===== config.mk =====
export PLATFORM = sky130hd
export DESIGN_NAME = msrv32_muldiv_unit
export DESIGN_NICKNAME = d
export VERILOG_FILES = /design/src/rtl/msrv32_muldiv_unit.sv
export SDC_FILE = /design/constraint.sdc
export NUM_CORES = 1
export LEC_CHECK = 0
export CAP_MARGIN = 20
export CORE_UTILIZATION = 35
export DETAILED_ROUTE_END_ITERATION = 8
export SETUP_SLACK_MARGIN = 0.5
export SYNTH_ARGS = -nofsm -noshare
export SYNTH_HDL_FRONTEND = slang
export SYNTH_SLANG_ARGS = --single-unit
export TNS_END_PERCENT = 5

===== constraint.sdc =====
create_clock -name ms_riscv32_mp_clk_in -period 6.21 [get_ports ms_riscv32_mp_clk_in]
set_input_delay 1.242 -clock ms_riscv32_mp_clk_in [delete_from_list [all_inputs] [get_ports ms_riscv32_mp_clk_in]]
set_output_delay 1.242 -clock ms_riscv32_mp_clk_in [all_outputs]
set_load 0.01 [all_outputs]

===== src/rtl/msrv32_muldiv_unit.sv =====
// RV32M multiply/divide unit: iterative radix-2 shift-add multiplier and
// restoring divider sharing one 2*WIDTH working register. Divide-by-zero and
// signed overflow complete without iterating.
//
// Handshake: a request is taken on a rising edge where valid_in & ready_out &
// !flush_in; the result is handed over on a rising edge where valid_out &
// ready_in. valid_out/result_out hold steady until then. flush_in drops any
// in-flight operation. ready_out is only high in IDLE, so accepts are never
// back to back.
module msrv32_muldiv_unit #(
  parameter int WIDTH = 32,
  parameter int CNT_W = 6
) (
  input  logic             ms_riscv32_mp_clk_in,
  input  logic             ms_riscv32_mp_rst_n_in,
  input  logic             valid_in,
  output logic             ready_out,
  input  logic [2:0]       opcode_in,
  input  logic [WIDTH-1:0] op_1_in,
  input  logic [WIDTH-1:0] op_2_in,
  input  logic             flush_in,
  output logic             valid_out,
  input  logic             ready_in,
  output logic [WIDTH-1:0] result_out,
  output logic             busy_out,
  output logic [1:0]       fsm_state
);

  typedef enum logic [1:0] {IDLE = 2'd0, CALC = 2'd1, DONE = 2'd2} state_t;

  localparam logic [WIDTH-1:0] SMIN = {1'b1, {(WIDTH-1){1'b0}}};

  state_t               state, next_state;
  logic [CNT_W-1:0]     cnt_q;
  logic [2:0]           op_q;
  logic                 neg_a_q, neg_b_q;
  logic [WIDTH-1:0]     operand_q;
  logic [2*WIDTH-1:0]   prod_q;
  logic [WIDTH-1:0]     result_q;

  logic                 accept, is_div, sign_1, sign_2, neg_1, neg_2;
  logic [WIDTH-1:0]     mag_1, mag_2, special_result;
  logic                 div_zero, div_ovf, last;
  logic [WIDTH:0]       mul_sum, rem_shift, rem_diff;
  logic                 q_bit;
  logic [2*WIDTH-1:0]   mul_next, div_next, step_next, prod_signed;
  logic [WIDTH-1:0]     quot, rem, mul_result, div_result, final_result;

  // Request decode: operand signedness, magnitudes and the non-iterating cases
  always_comb begin
    accept   = valid_in & (state == IDLE) & ~flush_in;
    is_div   = opcode_in[2];
    sign_1   = is_div ? ~opcode_in[0] : (opcode_in[1:0] == 2'b01 || opcode_in[1:0] == 2'b10);
    sign_2   = is_div ? ~opcode_in[0] : (opcode_in[1:0] == 2'b01);
    neg_1    = sign_1 & op_1_in[WIDTH-1];
    neg_2    = sign_2 & op_2_in[WIDTH-1];
    mag_1    = neg_1 ? -op_1_in : op_1_in;
    mag_2    = neg_2 ? -op_2_in : op_2_in;
    div_zero = is_div & (op_2_in == '0);
    div_ovf  = is_div & ~opcode_in[0] & (op_1_in == SMIN) & (op_2_in == '1);
    special_result = '0;
    if (div_zero) special_result = opcode_in[1] ? op_1_in : '1;
    else          special_result = opcode_in[1] ? '0 : op_1_in;
  end

  // One radix-2 step of either algorithm, plus sign fix-up of the final step
  always_comb begin
    last      = (cnt_q == CNT_W'(WIDTH-1));
    mul_sum   = {1'b0, prod_q[2*WIDTH-1:WIDTH]} + (prod_q[0] ? {1'b0, operand_q} : '0);
    mul_next  = {mul_sum, prod_q[WIDTH-1:1]};
    rem_shift = {prod_q[2*WIDTH-1:WIDTH], prod_q[WIDTH-1]};
    rem_diff  = rem_shift - {1'b0, operand_q};
    q_bit     = ~rem_diff[WIDTH];
    div_next  = {(q_bit ? rem_diff[WIDTH-1:0] : rem_shift[WIDTH-1:0]), prod_q[WIDTH-2:0], q_bit};
    step_next = op_q[2] ? div_next : mul_next;
    prod_signed = (neg_a_q ^ neg_b_q) ? -mul_next : mul_next;
    mul_result  = (op_q[1:0] == 2'b00) ? prod_signed[WIDTH-1:0] : prod_signed[2*WIDTH-1:WIDTH];
    quot        = div_next[WIDTH-1:0];
    rem         = div_next[2*WIDTH-1:WIDTH];
    div_result  = op_q[1] ? (neg_a_q ? -rem : rem) : ((neg_a_q ^ neg_b_q) ? -quot : quot);
    final_result = op_q[2] ? div_result : mul_result;
  end

  // State register
  always_ff @(posedge ms_riscv32_mp_clk_in or negedge ms_riscv32_mp_rst_n_in) begin
    if (!ms_riscv32_mp_rst_n_in) state <= IDLE;
    else                         state <= next_state;
  end

  // Next-state and handshake outputs
  always_comb begin
    next_state = state;
    ready_out  = 1'b0;
    valid_out  = 1'b0;
    busy_out   = 1'b0;
    result_out = '0;
    fsm_state  = state;
    case (state)
      IDLE: begin
        ready_out = 1'b1;
        if (accept) next_state = (div_zero | div_ovf) ? DONE : CALC;
      end
      CALC: begin
        busy_out = 1'b1;
        if (flush_in)  next_state = IDLE;
        else if (last) next_state = DONE;
      end
      DONE: begin
        busy_out   = 1'b1;
        valid_out  = 1'b1;
        result_out = result_q;
        if (flush_in | ready_in) next_state = IDLE;
      end
      default: next_state = IDLE;
    endcase
  end

  // Datapath: latch operands on accept, iterate in CALC, capture the result
  always_ff @(posedge ms_riscv32_mp_clk_in or negedge ms_riscv32_mp_rst_n_in) begin
    if (!ms_riscv32_mp_rst_n_in) begin
      cnt_q     <= '0;
      op_q      <= '0;
      neg_a_q   <= 1'b0;
      neg_b_q   <= 1'b0;
      operand_q <= '0;
      prod_q    <= '0;
      result_q  <= '0;
    end else if (accept) begin
      cnt_q     <= '0;
      op_q      <= opcode_in;
      neg_a_q   <= neg_1;
      neg_b_q   <= neg_2;
      operand_q <= is_div ? mag_2 : mag_1;
      prod_q    <= {{WIDTH{1'b0}}, (is_div ? mag_1 : mag_2)};
      result_q  <= (div_zero | div_ovf) ? special_result : '0;
    end else if (state == CALC) begin
      prod_q <= step_next;
      cnt_q  <= cnt_q + CNT_W'(1);
      if (last) result_q <= final_result;
    end
  end

endmodule

==> reports/metrics.csv <==
metric,value,unit
result of the run,"complete, no violations",
number of max-cap violations,0,
yosys synthesis warning count,0,
count of flip-flops with a built-in enable after synthesis,0,
fraction of layout instances using a drive strength above 1,5.23,%
share of synthesized area occupied by flip-flops and latches,20.4,%
final number of hold-violating endpoints,0,
first-pass GRT wire length,114000,um
wire length per cell,24.8,um
vias after detailed routing,19000,
Place WS,0.719,ns
fraction of post-synthesis cell area in the top cell type by area,20.4,%
final setup fails,0,
Tmin final,5.45,ns
largest clock skew in the final design,0.0140,ns
cell type with the highest aggregate area in the netlist,dfrtp_1,
overall die width,224,um
vias in the first global route,17500,
required time of the worst setup path,6.56,ns
signed area change from the synthesized netlist to the final layout,12.6,%
total gr overflow,0,
Clock Tree Buf Depth,2,
Die ar.,50300,um^2
Worst-Margin Slew,1.12,ns
Final Wtd Congestion,1.05,
post-route setup slack,0.763,ns
worst slew margin relative to its limit,25.4,%
Worst Hold Class,reg2reg,
drt first-iter violations,2335,
clock tree from TritonCTS,done,
fill count,5135,
cts-stage hold buffer count,0,
Critical-path top delay cell,nor4_1,
wire length after detailed routing,77100,um
"Avg Cell Area, Syn",7.08,um^2
nets,2584,
post-CTS setup repair buffer count,0,
count of state elements after synthesis,141,
leading register cell type out of synthesis,dfrtp_1,
CTS Sinks,141,
Port Buffer Count,108,
Residual DRC,0,
Final TNS setup,0,ns
Resized cells post-CTS,0,
post-synth design cell area,17300,um^2
Final Max Tran Viols,0,
drt first pass iters,6,
Die Height,224,um
Detail Route Antenna Nets,0,
detailed-placement wirelength estimate,61000,um
io pins,109,
maximum fanout count along the critical path,7,
clock insertion delay at the later pin of the skew report,0.47,ns
type of the setup path with the least slack,reg2reg,
"most common cell after layout, fill and taps aside",nor2_1,
All-Layer GR Usage,30.3,%
most area-consuming cells after synthesis,"dfrtp_1 (20%), a21oi_1 (7.6%), xnor2_1 (6.8%)",
upper clock frequency limit,0.184,GHz
initial antenna violation count,2,
Critical Path AT,5.80,ns
vias per cell,6.09,
most frequent cells in the layout,"nor2_1 (309), a21oi_1 (264), nand2_1 (256)",
number of buffers inserted during clock tree synthesis,17,
area of the core,48800,um^2
proportion of synthesized flip-flops having asynchronous set or reset,100,%
post-synthesis net count,2590,
library cells used by synthesis,97,
kind of start point of the critical path,register,
starting utilization of the core area,35.4,%
setup repair after global routing missed its margin,false,
worst stage delay on the critical path,0.57,ns
cells traversed along the worst timing path,buf_4 > inv_1 > ha_1 > inv_1 > fa_1 > a211oi_1 > o211ai_1 > a211o_1 > and4_1 > o211a_1 > inv_2 > mux2i_1 > ha_1 > nand4_1 > nor4_1 > a32oi_1 > o21ai_1 > xor2_1 > a211oi_1 > nor3_1 > a221o_1,
part of the cycle the worst path needs,87.7,%
Clk Tree Root Cell,clkbuf_16,
CP endpoint kind,register,
largest net degree at the start of global routing,83,
synthesized instance count,2441,
CTS clock-pin slew for the worst setup and hold paths,0.07,ns
Rows,81,
CTS H-Tree Depth,4,
## registers in the layout (all words and copies together), names as in the netlist
name       flops
prod_q        64
operand_q     32
result_q      32
cnt_q          6
op_q           3
fsm_state      2
neg_a_q        1
neg_b_q        1
## synth_stat cells, drive strengths merged, types with 34 or more instances
master    n
a211oi   46
a21oi   267
and2     50
buf      38
clkbuf  134
dfrtp   141
ha       75
inv      66
mux2i    73
nand2   258
nor2    312
nor3     59
nor4     34
o211ai   69
o21ai   219
xnor2   135
xor2     87
## per-layer routing
layer,up-vias,share of wire [%],GRT usage [%]
met5,-,0.017,0
met4,2,4.5,14.1
met3,151,8.0,4.47
met2,942,44,46.8
met1,9129,43,41.5
li1,8747,-,-
## kinds of logic (layout without fill, tap and decap cells)
group	Yosys count	in the layout	share of synthesized area (%)
other cells	0	1	0
simple gates	891	891	24.3
fa+ha+maj	87	87	6.24
xor+xnor	222	222	11.3
mux	81	81	4.75
compound gates	780	780	27.6
buf+inv	239	246	5.37
flops	141	141	20.4
## stage by stage
stage / instance area, um^2 / util (%) / hold WS [ns] / cells
floorplan: 17300 / - / 0.448 / 2441
global placement: 18900 / 38.6 / 0.468 / 3079
detailed placement: 18900 / 38.6 / 0.470 / 3080
CTS: 19500 / 39.8 / 0.485 / 3112
global route: 19500 / 39.8 / 0.509 / 3112
finish: 19500 / 39.8 / 0.477 / 3113
## cell type report
cell class	instances	area, um^2	share of cell area, %
tap	664	831	4.27
sequential	141	3530	18.1
inverter	67	251	1.29
multi-input combinational	2061	12900	66.1
antenna	1	2.50	0.0129
clock buffer	19	443	2.28
timing repair buffer	147	1400	7.18
clock inverter	13	141	0.726
## worst max-delay path, delay by kind of cell (launching register included)
| family | cells | cell delay, ns |
|---|---|---|
| AOI/OAI and AO/OA | 8 | 2.32 |
| and+or+nand+nor | 4 | 0.96 |
| adders and majority gates | 3 | 0.83 |
| buffers and inverters | 4 | 0.42 |
| DFF | 1 | 0.36 |
| muxes | 1 | 0.29 |
| xor gates and xnor gates | 1 | 0.15 |
## path summary, 6_finish.rpt
| path | depth (start not counted) | slack, ns | to | start |
|---|---|---|---|---|
| max | 21 | 0.76 | result_q[18] | prod_q[31] |
| min | 2 | 0.48 | operand_q[21] | operand_q[21] |
| max reg2reg | 21 | 0.76 | result_q[18] | prod_q[31] |
| min reg2reg | 2 | 0.48 | operand_q[21] | operand_q[21] |
| max in group asynchronous | 2 | 4.44 | operand_q[26] | ms_riscv32_mp_rst_n_in |
| min in group asynchronous | 1 | 0.86 | cnt_q[4] | ms_riscv32_mp_rst_n_in |
Power is left out: the tool's default activity adds up to more than one toggle a clock period on the data nets, which glitch-free logic cannot reach.
